File: config.mk
export PLATFORM = sky130hd
export DESIGN_NAME = dl_and_arb_flat
export DESIGN_NICKNAME = d
export VERILOG_FILES = /design/src/rtl/dl_and_arb_if.sv /design/src/rtl/dl_and_arb.sv /design/src/flat_wrapper.sv
export SDC_FILE = /design/constraint.sdc
export NUM_CORES = 1
export LEC_CHECK = 0
export ABC_AREA = 1
export BUFFER_PORTS_ARGS = -buffer_cell sky130_fd_sc_hd__buf_4
export CAP_MARGIN = 10
export CORE_AREA = 4 4 114 116
export DETAILED_ROUTE_END_ITERATION = 16
export DIE_AREA = 0 0 118 120
export SETUP_SLACK_MARGIN = 0.2
export SLEW_MARGIN = 5
export SYNTH_ARGS = -nofsm -noshare
export SYNTH_HDL_FRONTEND = slang
export SYNTH_SLANG_ARGS = --single-unit
File: constraint.sdc
create_clock -name clk -period 2.95 [get_ports clk]
set_input_delay 0 -clock clk [delete_from_list [all_inputs] [get_ports clk]]
set_output_delay 0 -clock clk [all_outputs]
set_load 0.01 [all_outputs]
File: src/rtl/dl_and_arb_if.sv
// rtl/dl_and_arb_if.sv - request/response bundle for the round-robin AND arbiter
//
// Purpose: groups the per-requester request lanes and the single response
// channel of dl_and_arb so they travel as one port.
// Signals:
//   req_val   [NUM_REQ]           per-requester request valid
//   req_rdy   [NUM_REQ]           per-requester accept (one-hot or zero)
//   req_a     [NUM_REQ*NUM_BITS]  operand A, requester i at [i*NUM_BITS +: NUM_BITS]
//   req_b     [NUM_REQ*NUM_BITS]  operand B, same packing
//   resp_val  [1]                 result valid
//   resp_rdy  [1]                 consumer accept
//   resp_data [NUM_BITS]          A AND B of the granted request
//   resp_id   [IDW]               index of the requester that produced resp_data
// Modports: master = requesters + consumer side, slave = arbiter side.
interface dl_and_arb_if #(
  parameter int NUM_BITS = 32,
  parameter int NUM_REQ  = 4
);
  localparam int IDW = (NUM_REQ > 1) ? $clog2(NUM_REQ) : 1;

  logic [NUM_REQ-1:0]          req_val;
  logic [NUM_REQ-1:0]          req_rdy;
  logic [NUM_REQ*NUM_BITS-1:0] req_a;
  logic [NUM_REQ*NUM_BITS-1:0] req_b;
  logic                        resp_val;
  logic                        resp_rdy;
  logic [NUM_BITS-1:0]         resp_data;
  logic [IDW-1:0]              resp_id;

  modport master (
    output req_val, req_a, req_b, resp_rdy,
    input  req_rdy, resp_val, resp_data, resp_id
  );

  modport slave (
    input  req_val, req_a, req_b, resp_rdy,
    output req_rdy, resp_val, resp_data, resp_id
  );
endinterface

File: src/rtl/dl_and_arb.sv
// rtl/dl_and_arb.sv - round-robin arbiter feeding a shared registered AND datapath
//
// Purpose: NUM_REQ requesters compete for one bitwise-AND unit. A round-robin
// pointer picks the winner whenever the single result register is free; the
// winner's A & B is registered together with its index.
// Ports:
//   clk  - rising-edge clock
//   rst  - synchronous active-high reset; discards any held result
//   bus  - dl_and_arb_if.slave: request lanes in, response channel out
module dl_and_arb #(
  parameter int NUM_BITS = 32,
  parameter int NUM_REQ  = 4
) (
  input  logic         clk,
  input  logic         rst,
  dl_and_arb_if.slave  bus
);
  localparam int IDW = (NUM_REQ > 1) ? $clog2(NUM_REQ) : 1;

  typedef enum logic {
    EMPTY = 1'b0,
    FULL  = 1'b1
  } state_t;

  state_t              state_q, state_d;
  logic [IDW-1:0]      ptr_q, ptr_d;
  logic [IDW-1:0]      id_q, id_d;
  logic [NUM_BITS-1:0] data_q, data_d;

  logic                slot_free;
  logic                any_win;
  logic                xfer;
  int                  win_idx;
  int                  cand;
  logic [NUM_REQ-1:0]  rdy;
  logic [NUM_BITS-1:0] a_sel, b_sel;

  // The slot can take a new result when empty, or when the held result is
  // being drained this very cycle.
  assign slot_free = (state_q == EMPTY) || bus.resp_rdy;

  // Round-robin search: walk candidates ptr, ptr+1, ... with wrap, and take
  // the first one whose req_val is set. Operands are deliberately not looked
  // at here so req_rdy never depends on data.
  always_comb begin
    any_win = 1'b0;
    win_idx = 0;
    cand    = 0;
    for (int k = 0; k < NUM_REQ; k++) begin
      cand = int'(ptr_q) + k;
      if (cand >= NUM_REQ) begin
        cand = cand - NUM_REQ;
      end
      for (int i = 0; i < NUM_REQ; i++) begin
        if (!any_win && (cand == i) && bus.req_val[i]) begin
          any_win = 1'b1;
          win_idx = i;
        end
      end
    end
  end

  // Grant is suppressed while reset is high so nothing is accepted that the
  // reset edge would then throw away.
  always_comb begin
    rdy = '0;
    for (int i = 0; i < NUM_REQ; i++) begin
      rdy[i] = any_win && slot_free && !rst && (win_idx == i);
    end
  end

  assign xfer = |rdy;

  // Operand mux for the winner.
  always_comb begin
    a_sel = '0;
    b_sel = '0;
    for (int i = 0; i < NUM_REQ; i++) begin
      if (win_idx == i) begin
        a_sel = bus.req_a[i*NUM_BITS +: NUM_BITS];
        b_sel = bus.req_b[i*NUM_BITS +: NUM_BITS];
      end
    end
  end

  // Next-state and result-register update.
  always_comb begin
    state_d = state_q;
    ptr_d   = ptr_q;
    id_d    = id_q;
    data_d  = data_q;
    if (xfer) begin
      // Covers both refill from EMPTY and drain+refill in the same cycle.
      state_d = FULL;
      data_d  = a_sel & b_sel;
      id_d    = IDW'(win_idx);
      ptr_d   = (win_idx == NUM_REQ - 1) ? '0 : IDW'(win_idx + 1);
    end else if ((state_q == FULL) && bus.resp_rdy) begin
      state_d = EMPTY;
    end
  end

  always_ff @(posedge clk) begin
    if (rst) begin
      state_q <= EMPTY;
      ptr_q   <= '0;
      id_q    <= '0;
      data_q  <= '0;
    end else begin
      state_q <= state_d;
      ptr_q   <= ptr_d;
      id_q    <= id_d;
      data_q  <= data_d;
    end
  end

  assign bus.req_rdy   = rdy;
  assign bus.resp_val  = (state_q == FULL);
  assign bus.resp_data = data_q;
  assign bus.resp_id   = id_q;
endmodule

File: src/flat_wrapper.sv
// flat-port wrapper written by rule: the top's interface ports become plain ports
module dl_and_arb_flat 
#(
  parameter int NUM_BITS = 32,
  parameter int NUM_REQ  = 4
)
  (clk, rst, bus_req_val, bus_req_a, bus_req_b, bus_resp_rdy, bus_req_rdy, bus_resp_val, bus_resp_data, bus_resp_id);
  dl_and_arb_if #(.NUM_BITS(NUM_BITS), .NUM_REQ(NUM_REQ)) bus_i ();
  input  logic clk;
  input  logic rst;
  input wire logic [$bits(bus_i.req_val)-1:0] bus_req_val;
  input wire logic [$bits(bus_i.req_a)-1:0] bus_req_a;
  input wire logic [$bits(bus_i.req_b)-1:0] bus_req_b;
  input wire logic [$bits(bus_i.resp_rdy)-1:0] bus_resp_rdy;
  output wire logic [$bits(bus_i.req_rdy)-1:0] bus_req_rdy;
  output wire logic [$bits(bus_i.resp_val)-1:0] bus_resp_val;
  output wire logic [$bits(bus_i.resp_data)-1:0] bus_resp_data;
  output wire logic [$bits(bus_i.resp_id)-1:0] bus_resp_id;
  assign bus_i.req_val = bus_req_val;
  assign bus_i.req_a = bus_req_a;
  assign bus_i.req_b = bus_req_b;
  assign bus_i.resp_rdy = bus_resp_rdy;
  assign bus_req_rdy = bus_i.req_rdy;
  assign bus_resp_val = bus_i.resp_val;
  assign bus_resp_data = bus_i.resp_data;
  assign bus_resp_id = bus_i.resp_id;
  dl_and_arb #(.NUM_BITS(NUM_BITS), .NUM_REQ(NUM_REQ)) u_core (.clk(clk), .rst(rst), .bus(bus_i));
endmodule
==> results.yml <==
clock_tree:
  htree_levels: 2
  cts_buffers: 5
  clock_latency_ps: 270
  clk_path_buf_depth: 2
  clkSlewWorstSetupHoldPaths_ps: 50
  cts_root_buffer: "clkbuf_16"
  cts.sinks: 37
  cts_tree: "yes"
logic_synthesis:
  synth_nets: 717
  avgSynthCellArea_sq_um: 6.27
  synth.area.top_cells: "dfxtp_1, nand3_1, a21oi_1"
  yosysWarnings: 0
  synth_cells: 450
  ys_seq_elements: 37
  ys_seq_area_frac: 0.263
  synth_top_area_share: 0.263
  synth_top_area_cell: "dfxtp_1"
  ys_types: 24
  syn_area_sq_um: 2820
routing:
  post_drt_wl_per_cell_um: 18.0
  dr_total_vias: 4731
  avgViaCountPerCell: 5.09
  wirelength_um: 16800
  drc: 0
  first_iter_violations: 176
  firstDrtPassIters: 5
  ant_nets: 0
timing:
  period_share: 0.997
  skew_ps: 1.79
  finalSetupViolCount: 0
  rsz0062_at_grt: "true"
  layout_setup_ws_ps: 7.64
  hold_viol_final: 0
  finalMaxSlewViolations: 0
  clock.fmax_mhz: 340
  worst_pin_slew_ps: 458
  period_minus_slack_ps: 2940
  max_slew_margin: 0.694
place:
  port_buffers: 301
  place.gp.congestion: 0.878
  dpl_worst_slack_ps: -340
  hpwlAfterDp_um: 12400
critical_path:
  cp_common_cell: "nand2_4"
  timing.critical_path.from: "u_core.ptr_q[1]"
  cp.arrival_ps: 3090
  worstPathRequired_ps: 3100
  critPathCapture: "u_core.bus.resp_data[28]"
  critPathSlowestCell: "dfxtp_4"
  reg2reg_from: "u_core.ptr_q[1]"
  critPathCaptureType: "flip-flop"
  cp_max_fo: 7
  reg2regPathDepth: 19
  start_kind: "flip-flop"
  slowest_delay_ps: 390
  r2r-end: "u_core.bus.resp_data[28]"
  critPathKind: "reg2reg"
  reg2reg_slack_ps: 8
  worstPathCellList: "inv_4, nand2_4, inv_4, nand2_4, nand4_4, nor3_4, nand4_2, nor3_4, nand3_2, nand3_2, inv_2, ha_4, buf_12, buf_12, o211ai_4, nand2_4, clkbuf_16, nand2_1, a21oi_2"
global_routing:
  grt_pass1_wl_um: 23400
  grt_pass1_vias: 4734
  antenna_found_initial: 0
  grt_max_degree: 35
  grt_usage: 0.203
  overflow: 0
floorplan:
  die_area_sq_um: 14200
  chipHeight_um: 120
  ios: 302
  dieWidth_um: 118
  design.core.area_sq_um: 11900
  num_rows: 40
  initial_core_util: 0.237
worst_hold_path:
  hold_path.class: "in2reg"
power:
  seqPwrFrac: 0.129
  power.density_nw_per_um2: 970
  p_leak_uw: 0.00287
  comb_power_share: 0.792
  ir_drop_v: 0.000511
  switchingPower_uw: 2750
  clkPwrFrac: 0.079
  total_power_uw: 6110
  netSwitchingFraction: 0.449
  intPower_uw: 3370
layout:
  diodes: 0
  fin_util: 0.529
  fin_nets: 1051
  drive_gt1_frac: 0.558
  area_delta_synth_final_pct: 123
run:
  cap_violations: 0
outcome:
  status: "completed"
## cell families after synthesis
| kind of cell | count (synthesis) | share of synthesized area |
|---|---|---|
| AND/OR/NAND/NOR | 231 | 0.388 |
| AO/OA/AOI/OAI | 126 | 0.250 |
| flip-flops | 37 | 0.263 |
| adder cells (fa/ha/maj) | 4 | 0.0177 |
| buffers and inverters | 52 | 0.0816 |
## final cells by class
class,count,area (sq um)
fillers,1175,5610
multi-input cells,361,2150
inverters,18,77.6
clock buffers,5,125
repair buffers,361,3010
clock inverters,1,5.00
flip-flops and latches,37,748
well taps,147,184
## sequential cells by signal (all words and copies together), names as in the netlist
signal and flops:
u_core.bus.resp_data 32, u_core.bus.resp_id 2, u_core.bus.resp_val 1, u_core.ptr_q 2
## cell usage in the layout (no fill, tap or decap), types with 2 or more instances in the layout
master	count
buf_8	2
o211ai_4	2
nand3_2	9
inv_1	10
buf_4	334
buf_6	9
ha_4	4
nor2_4	3
o21ai_1	25
dfxtp_4	2
a21oi_1	50
nand2_2	11
a32oi_1	4
inv_2	4
nand2_4	6
nor3_4	2
inv_4	4
nor2_2	4
o2111ai_1	2
o21ai_0	2
dfxtp_1	35
nand3_1	124
nand3_4	2
a21oi_2	12
a31oi_1	27
nand4_2	2
clkbuf_16	13
nor2_1	22
buf_12	7
nand2_1	43
## power by group through the flow
stage	registers [uW]	clock network (uW)	logic (uW)
CTS	782	510	3670
detailed placement	778	0	3180
global route	805	531	5200
finish	786	486	4840
global placement	772	0	3110
floorplan	845	0	1780
## per-layer routing
layer / GRT usage / vias up / part of all wire
met5: 0 / - / 0
met3: 0.0344 / 43 / 0.061
met4: 0.0740 / 0 / 0.034
li1: - / 2290 / -
met2: 0.384 / 220 / 0.52
met1: 0.226 / 2178 / 0.38
## cell usage after synthesis
cell and count:
nor3_1 2, nor2_1 28, nand3_2 1, nor2_2 1, buf_2 4, buf_6 4
nand4_2 3, o21ai_1 1, nand2_1 57, inv_2 4, a31oi_1 27, o21ai_0 27
clkbuf_1 26, o2111ai_1 2, a32oi_1 5, dfxtp_1 37, inv_1 14, nor3_4 1
nand4_1 1, a21oi_1 62, nand3_1 134, o211ai_2 2, nand2_2 3, ha_1 4
## what timing repair did
item | in CTS | in global routing
buffers inserted | 9 | 13
gates resized for setup | 46 | 78
endpoints found under the setup margin | 39 | 40
hold endpoints to repair | 0 | 0
hold buffers | 0 | 0
gates cloned | 1 | 9
pin swaps | 8 | 32
## worst min path at each step
stage | start | endpoint | slack [ps] | cells past startpoint
floorplan | rst | u_core.ptr_q[1] | 220 | 3
global placement | bus_resp_rdy | u_core.bus.resp_val | 360 | 4
detailed placement | bus_resp_rdy | u_core.bus.resp_val | 360 | 4
CTS | bus_resp_rdy | u_core.bus.resp_val | 60 | 4
global route | bus_resp_rdy | u_core.bus.resp_val | 100 | 4
finish | bus_resp_rdy | u_core.bus.resp_val | 90 | 4
## worst max-delay path, delay by kind of cell, from the launching register on
family,cells,cell delay [ps]
flip-flops,1,390
AO/OA/AOI/OAI,2,260
buffers and inverters,6,640
adder cells (fa/ha/maj),1,180
AND/OR/NAND/NOR,10,1330
## through the flow
| stage | instances | hold slack [ps] | instance area [sq um] | setup TNS (ps) |
|---|---|---|---|---|
| 6_report | 930 | 92.4 | 6300 | 0 |
| 5_1_grt | 930 | 95.6 | 6300 | -3240 |
| 4_1_cts | 908 | 59.9 | 5740 | 0 |
| 3_5_place_dp | 892 | 357 | 5350 | -7680 |
| 3_3_place_gp | 892 | 358 | 5350 | -2150 |
| 2_1_floorplan | 450 | 217 | 2840 | 0 |
No activity file was read; power rests on OpenSTA's default activity.
